$ cat src/rtl/ws_array_ctrl.sv
// Job sequencer for the weight-stationary systolic array: weight load, activation streaming and
// result tagging. Buffers have 1-cycle read latency; every output is registered.
module ws_array_ctrl #(
   parameter int unsigned size       = 16,
   parameter int unsigned addr_width = 16,
   parameter int unsigned drain_lat  = 2 * size
) (
   input  logic                    clk_i,
   input  logic                    reset_i,
   input  logic                    start_i,
   input  logic [addr_width-1:0]   num_vectors_i,
   input  logic                    reuse_weights_i,
   output logic                    busy_o,
   output logic                    done_o,
   output logic                    weights_loaded_o,
   output logic                    wt_rd_en_o,
   output logic [$clog2(size)-1:0] wt_rd_addr_o,
   output logic                    sa_control_o,
   output logic                    act_rd_en_o,
   output logic [addr_width-1:0]   act_rd_addr_o,
   output logic                    out_valid_o,
   output logic [addr_width-1:0]   out_addr_o
);

   localparam int unsigned WtAw = $clog2(size);
   localparam int unsigned LdW  = $clog2(size + 1);
   localparam int unsigned CntW = addr_width + 1;
   localparam logic [LdW-1:0]  LdLast = LdW'(size - 1);
   localparam logic [LdW-1:0]  LdEnd  = LdW'(size);
   localparam logic [CntW-1:0] CntOne = CntW'(1);
   localparam logic [WtAw-1:0] WtTop  = WtAw'(size - 1);

   typedef enum logic [2:0] {StIdle, StLoadW, StStream, StDrain, StDone} state_e;

   state_e                state_q, state_d;
   logic [LdW-1:0]        ld_cnt_q, ld_cnt_d;
   logic [CntW-1:0]       act_cnt_q, act_cnt_d;
   logic [CntW-1:0]       res_cnt_q;
   logic [CntW-1:0]       num_q, num_d;
   logic [drain_lat-1:0]  pipe_q;

   logic                  busy_q, busy_d;
   logic                  done_q, done_d;
   logic                  wl_q;
   logic                  wt_rd_en_q, wt_rd_en_d;
   logic [WtAw-1:0]       wt_rd_addr_q, wt_rd_addr_d;
   logic                  sa_control_q;
   logic                  act_rd_en_q, act_rd_en_d;
   logic [addr_width-1:0] act_rd_addr_q, act_rd_addr_d;
   logic                  out_valid_q;
   logic [addr_width-1:0] out_addr_q;

   always_comb begin
      state_d       = state_q;
      ld_cnt_d      = ld_cnt_q;
      act_cnt_d     = act_cnt_q;
      num_d         = num_q;
      busy_d        = 1'b0;
      done_d        = 1'b0;
      wt_rd_en_d    = 1'b0;
      wt_rd_addr_d  = '0;
      act_rd_en_d   = 1'b0;
      act_rd_addr_d = '0;
      unique case (state_q)
         StIdle: begin
            if (start_i) begin
               num_d     = {1'b0, num_vectors_i};
               ld_cnt_d  = '0;
               act_cnt_d = '0;
               if (!reuse_weights_i || !wl_q) begin
                  state_d = StLoadW;
               end else if (num_vectors_i != '0) begin
                  state_d = StStream;
               end else begin
                  state_d = StDone;
               end
            end
         end
         StLoadW: begin
            busy_d   = 1'b1;
            ld_cnt_d = ld_cnt_q + LdW'(1);
            if (ld_cnt_q != LdEnd) begin
               wt_rd_en_d   = 1'b1;
               wt_rd_addr_d = WtTop - ld_cnt_q[WtAw-1:0];
            end
            // With no vectors, wait one extra cycle so the last weight shift completes.
            if (ld_cnt_q == LdLast && num_q != '0) begin
               state_d = StStream;
            end else if (ld_cnt_q == LdEnd) begin
               state_d = StDone;
            end
         end
         StStream: begin
            busy_d        = 1'b1;
            act_rd_en_d   = 1'b1;
            act_rd_addr_d = act_cnt_q[addr_width-1:0];
            act_cnt_d     = act_cnt_q + CntOne;
            if (act_cnt_q == num_q - CntOne) begin
               state_d = StDrain;
            end
         end
         StDrain: begin
            busy_d = 1'b1;
            if (pipe_q[drain_lat-1] && res_cnt_q == num_q - CntOne) begin
               state_d = StDone;
            end
         end
         StDone: begin
            done_d  = 1'b1;
            state_d = StIdle;
         end
         default: state_d = StIdle;
      endcase
   end

   always_ff @(posedge clk_i) begin
      if (reset_i) begin
         state_q       <= StIdle;
         ld_cnt_q      <= '0;
         act_cnt_q     <= '0;
         res_cnt_q     <= '0;
         num_q         <= '0;
         pipe_q        <= '0;
         busy_q        <= 1'b0;
         done_q        <= 1'b0;
         wl_q          <= 1'b0;
         wt_rd_en_q    <= 1'b0;
         wt_rd_addr_q  <= '0;
         sa_control_q  <= 1'b0;
         act_rd_en_q   <= 1'b0;
         act_rd_addr_q <= '0;
         out_valid_q   <= 1'b0;
         out_addr_q    <= '0;
      end else begin
         state_q       <= state_d;
         ld_cnt_q      <= ld_cnt_d;
         act_cnt_q     <= act_cnt_d;
         num_q         <= num_d;
         busy_q        <= busy_d;
         done_q        <= done_d;
         wt_rd_en_q    <= wt_rd_en_d;
         wt_rd_addr_q  <= wt_rd_addr_d;
         sa_control_q  <= wt_rd_en_q;
         act_rd_en_q   <= act_rd_en_d;
         act_rd_addr_q <= act_rd_addr_d;
         // Delayed read strobe; the result index advances on its own counter.
         pipe_q        <= {pipe_q[drain_lat-2:0], act_rd_en_q};
         out_valid_q   <= pipe_q[drain_lat-1];
         if (state_q == StIdle && start_i) begin
            res_cnt_q <= '0;
         end
         if (pipe_q[drain_lat-1]) begin
            out_addr_q <= res_cnt_q[addr_width-1:0];
            res_cnt_q  <= res_cnt_q + CntOne;
         end
         if (state_q == StLoadW && ld_cnt_q == '0) begin
            wl_q <= 1'b0;
         end else if (sa_control_q && !wt_rd_en_q) begin
            wl_q <= 1'b1;
         end
      end
   end

   assign busy_o           = busy_q;
   assign done_o           = done_q;
   assign weights_loaded_o = wl_q;
   assign wt_rd_en_o       = wt_rd_en_q;
   assign wt_rd_addr_o     = wt_rd_addr_q;
   assign sa_control_o     = sa_control_q;
   assign act_rd_en_o      = act_rd_en_q;
   assign act_rd_addr_o    = act_rd_addr_q;
   assign out_valid_o      = out_valid_q;
   assign out_addr_o       = out_addr_q;

endmodule

$ cat config.mk
export PLATFORM = sky130hd
export DESIGN_NAME = ws_array_ctrl
export DESIGN_NICKNAME = d
export VERILOG_FILES = /design/src/rtl/ws_array_ctrl.sv
export SDC_FILE = /design/constraint.sdc
export NUM_CORES = 1
export LEC_CHECK = 0
export ABC_AREA = 0
export BUFFER_PORTS_ARGS = -buffer_cell sky130_fd_sc_hd__buf_2
export CAP_MARGIN = 5
export CORE_ASPECT_RATIO = 1.2
export CORE_UTILIZATION = 25
export CTS_BUF_LIST = sky130_fd_sc_hd__clkbuf_2
export DETAILED_ROUTE_END_ITERATION = 8
export SLEW_MARGIN = 20
export SYNTH_ARGS = -nofsm -noshare
export SYNTH_HDL_FRONTEND = slang
export SYNTH_SLANG_ARGS = --single-unit
$ cat constraint.sdc
create_clock -name clk_i -period 2.8 [get_ports clk_i]
set_input_delay 0.14 -clock clk_i [delete_from_list [all_inputs] [get_ports clk_i]]
set_output_delay 0.14 -clock clk_i [all_outputs]
set_load 0.01 [all_outputs]
Word-level counts from Yosys, hierarchy flattened
Index checks and enable logic that the tools add are counted.
{ "totals": {"register_bits": 133, "latch_bits": 0, "ram_bits": 0, "mem_bits_ro": 0, "out_inout_bits": 43, "elab_cells": 80, "memories": 0} }
{ "classes": {"n_addsub": 5, "multipliers": 0, "n_div": 0, "magnitude_cmp": 0, "eq_ne": 13, "shift": 0, "muxes": 18, "n_bitwise": 3, "n_reduce_logical": 25} }
{ "op_table": {"columns": ["op", "n"], "rows": [
  ["$mux W17", 3],
  ["$add A17 B1 Y17 const B", 2],
  ["$eq A17 B17 Y1", 2],
  ["$pmux W17 S2", 1],
  ["$mux W3", 7],
  ["$reduce_bool A17 Y1", 1],
  ["$sub A16 B1 Y17 const B", 1],
  ["$reduce_bool A16 Y1", 1],
  ["$pmux W3 S4", 1],
  ["$pmux W5 S2", 1],
  ["$eq A3 B2 Y1 const B", 2],
  ["$ne A2 B2 Y1 const B", 3],
  ["$reduce_and A2 Y1", 3],
  ["$reduce_bool A2 Y1", 3],
  ["$reduce_or A2 Y1", 3],
  ["$reduce_or A3 Y1", 2],
  ["$add A5 B1 Y5 const B", 1],
  ["$eq A5 B4 Y1 const B", 1],
  ["$eq A5 B5 Y1 const B", 1],
  ["$logic_and A1 B1 Y1", 5],
  ["$logic_not A5 Y1", 1],
  ["$mux W5", 1],
  ["$ne A5 B5 Y1 const B", 1],
  ["$mux W1", 4],
  ["9 further kinds", 13]
]} }

Longest topological paths before layout
{ "depth": {"ltp_word": 5, "mapped_depth": 11} }

Least setup slack after synthesis
OpenSTA, ideal clock, no wires.
{ "synth_path": {"path_kind": "register -> register", "startpoint": "reg num_q[0]", "endpoint": "reg state_q[2]", "setup_time_ps": 73, "t_arrival_ps": 3025, "path_slack_ps": -297, "stages_incl_launch_ff": 11, "synth_period_minus_slack_ps": 3097, "path_cell_list": "dfxtp_1 buf_2 inv_1 ha_1 or3b_4 or3_1 and3_1 or4_1 or4_1 o31ai_2 nor3b_2"} }
{ "synth_between": {"elab_chain_len": 5, "word_cells_on_any_way": 12, "cone_classes": "1 x add/sub; 5 x eq/ne; 2 x mux; 4 x reduce/logical"} }
{ "synth_rtl": {"columns": ["element", "line", "rtl"], "rows": [
  ["start, declared", "39", "logic [CntW-1:0] num_q, num_d;"],
  ["start signal, assigned", "138", "num_q <= num_d;"],
  ["$sub A16 B1 Y17", "98, 104", null],
  ["$eq A17 B17 Y1", "104", "if (pipe_q[drain_lat-1] && res_cnt_q == num_q - CntOne) begin"],
  ["$logic_and A1 B1 Y1", "104", null],
  ["$ne A2 B2 Y1 (no line)", null, null],
  ["$reduce_and A4 Y1 (no line)", null, null],
  ["end signal, assigned", "118", "state_q <= StIdle;"],
  ["end signal, assigned", "135", "state_q <= state_d;"],
  ["end, declared", "35", "state_e state_q, state_d;"]
]} }
Several ways; a longest one is shown, not always the timed one.
A chain may end at the register's enable or synchronous reset.

Worst setup path after layout
Same ends and word-level chain as after synthesis.

==> flow_summary.ini <==
[status]
status = finished, violations left
violations = setup timing

[timing]
worst_pin_slew_ps = 606
slew_viol_final = 0
fin_worst_skew_ps = 38.8
rsz0062_at_grt = yes
setup_viol = 2
fin_ws_ps = -172
fmax_ghz = 0.336
hold_violations = 0
slew_headroom_pct = 59.6
period_needed_ps = 2970
setup_tns_ps = -319
finalCritPeriodShare_pct = 106

[detailed_routing]
drtIter0Drc = 386
vias = 5532
wl_per_cell_um = 14.9
routed_via_density = 4.65
drc = 0
ant_nets = 0
drt-total-wl_um = 17800
drtPass1Iterations = 4

[synth]
synth-adder-area-share_pct = 1.41
synth_edf_count = 0
async_flop_share_pct = 0
synth_seq_cells = 133
synth_top_family_by_area = simple AND/OR/NAND/NOR gates
synth-xor-area-share_pct = 6.53
ys_warn_count = 0
syn_inst = 735
synth.net_count = 762
syn_area_per_cell_sq_um = 8.45
syn_area_sq_um = 6210
ys_types = 59
synth_compound_area_share_pct = 12.0
synthMuxAreaShare_pct = 4.19
synth_flop_cell = dfxtp_1
synthSimpleGateAreaFrac_pct = 28.6
seq_area_frac_synth_pct = 42.9

[clock_network]
cts_tree = done
path_clk_slew_ps = 220
htreeDepth = 4
clock_sinks = 133
clockRootBuffer = clkbuf_2
cts_buffer_depth = 2
cts_buffers = 17
clk_latency_ps = 710

[hold_path]
hp-start = num_vectors_i[2]
min_path_type = primary input to register

[die]
pin_count = 63
placementRows = 62
die_h_um = 175
dieArea_sq_um = 25500
fp.dieW_um = 146
initial_utilization_pct = 25.7
design.core.area_sq_um = 24100

[global_route]
use_met2_pct = 24.4
grt_pass1_vias = 5356
grt_max_degree = 55
grt-ovfl-total = 0
grt_usage_pct = 14.5
antenna_found_initial = 1
use_met3_pct = 3.26
grt_busiest_layer = met2
grt_pass1_wl_um = 28800
use_met1_pct = 17.5

[placed_design]
globalplace.congestion = 0.921
port_buffers = 62
dpl.hpwl_um = 13200
place_area_sq_um = 7270

[flow_run]
maxCapViolations = 0

[setup_path]
cp-end-kind = register
required_ps = 3440
cp-start-kind = register
startpoint = num_q[0]$_SDFFE_PP0P_
crit_fanout = 4
cp_data_arrival_time_ps = 3610
crit_type = register to register
r2r-start = num_q[0]$_SDFFE_PP0P_

[final_layout]
design_area_sq_um = 7950
final_core_util_pct = 33.0
nets = 883
drive_above_1_share_pct = 26.4
final_cell_mix = dfxtp_1, nor2_1, buf_4, nand2_1, buf_2
syn2layout_area_growth_pct = 28.1
final_common_cell = dfxtp_1

[power]
power.density_nw_per_um2 = 801
leakagePower_nw = 3.10
total_power_mw = 6.37
peakVddDrop_v = 0.000296
-- path summary, 6_finish.rpt --
kind,cells after the start,slack (ps),to
worst max-delay path,9,-170,state_q[2]$_SDFFE_PP0P_
worst min-delay path,4,210,num_q[2]$_SDFFE_PP0P_
worst max register to register,9,-170,state_q[2]$_SDFFE_PP0P_
worst min register to register,1,440,pipe_q[31]$_SDFF_PP0_
-- power by group --
part / switching [mW] / internal, mW / total, mW
Sequential: 0.133 / 2.02 / 2.15
Combinational: 1.61 / 1.38 / 2.99
Clock: 0.795 / 0.436 / 1.23
Total: 2.54 / 3.83 / 6.37
-- layer usage --
layer	share of wire, %	vias to the layer above	wire length [um]
li1	-	2786	-
met1	43	2598	7700
met2	50	117	8820
met3	4.1	31	723
met4	3.0	0	528
met5	0	-	0
-- kinds of logic (layout without fill, tap and decap cells) --
| logic type | count (synthesis) | after routing |
|---|---|---|
| AND/OR/NAND/NOR | 342 | 342 |
| buffers and inverters | 69 | 203 |
| other | 0 | 1 |
| adder cells (fa/ha/maj) | 7 | 7 |
| AO/OA/AOI/OAI | 119 | 119 |
| multiplexers | 25 | 25 |
| flip-flops | 133 | 133 |
| XOR/XNOR | 40 | 40 |
-- flip-flops by register name, summed over array words and instances (netlist names), 3 cells and up --
register and cells:
pipe_q 32, act_cnt_q 17, res_cnt_q 17, act_rd_addr_o 16, num_q 16, out_addr_o 16
ld_cnt_q 5, wt_rd_addr_o 4, state_q 3
-- layout make-up --
cell class / instances / area (sq um)
timing repair buffer: 160 / 1110
multi-input combinational: 533 / 3470
sequential: 133 / 2670
antenna: 1 / 2.50
clock buffer: 17 / 85.1
fill: 2541 / 16200
tap: 320 / 400
clock inverter: 15 / 166
inverter: 11 / 43.8
-- per-stage QoR --
| step | hold WS, ps | setup WS, ps | cells |
|---|---|---|---|
| after floorplan | 268 | -26.3 | 735 |
| after CTS | 90.2 | -166 | 1189 |
| after global placement | 401 | -185 | 1131 |
| after global routing | 106 | -293 | 1190 |
| after detailed placement | 398 | -183 | 1131 |
| final | 210 | -172 | 1190 |
-- cell usage after synthesis, types with 2 or more instances --
| cell type | number | area share (%) |
|---|---|---|
| a2111oi_0 | 5 | 0.71 |
| a211oi_1 | 4 | 0.48 |
| a21oi_1 | 53 | 4.3 |
| a311oi_1 | 5 | 0.71 |
| a31oi_1 | 5 | 0.50 |
| and2_1 | 18 | 1.8 |
| and3_1 | 8 | 0.81 |
| buf_1 | 6 | 0.36 |
| buf_2 | 4 | 0.32 |
| clkbuf_1 | 46 | 2.8 |
| dfxtp_1 | 133 | 43 |
| ha_1 | 7 | 1.4 |
| inv_1 | 11 | 0.67 |
| mux2_2 | 8 | 1.5 |
| mux2i_1 | 17 | 2.7 |
| nand2_1 | 77 | 4.7 |
| nand2b_1 | 11 | 1.1 |
| nand3_1 | 31 | 2.5 |
| nand3b_1 | 5 | 0.60 |
| nand4_1 | 6 | 0.60 |
| nor2_1 | 79 | 4.8 |
| nor2b_1 | 36 | 3.6 |
| nor3_1 | 18 | 1.5 |
| nor3b_1 | 5 | 0.60 |
| nor3b_2 | 2 | 0.40 |
| nor4_1 | 11 | 1.1 |
| nor4_4 | 2 | 0.69 |
| nor4b_1 | 2 | 0.28 |
| o2111ai_1 | 3 | 0.42 |
| o211ai_1 | 5 | 0.60 |
| o21ai_0 | 19 | 1.5 |
| o22ai_1 | 3 | 0.30 |
| o31ai_2 | 2 | 0.40 |
| o41ai_1 | 3 | 0.42 |
| or2_2 | 9 | 0.91 |
| or3_1 | 9 | 0.91 |
| or4_1 | 8 | 0.97 |
| xnor2_1 | 27 | 3.8 |
| xnor3_1 | 4 | 1.5 |
| xor2_1 | 9 | 1.3 |
-- timing repair --
action	4_1_cts	5_1_grt
buffers inserted	7	0
pin swaps	10	6
resized for setup	19	21
hold endpoints to repair	62	0
endpoints found under the setup margin	3	3
hold buffers	19	0
-- critical path: stages (launching register included) --
cell and delay [ps]:
dfxtp_4 420, inv_4 40, ha_4 260, xor2_1 140, nand3_1 110, or4_1 560
or4_1 540, or4_4 440, o31ai_4 210, nor3b_2 190
No activity file was read; power rests on OpenSTA's default activity.
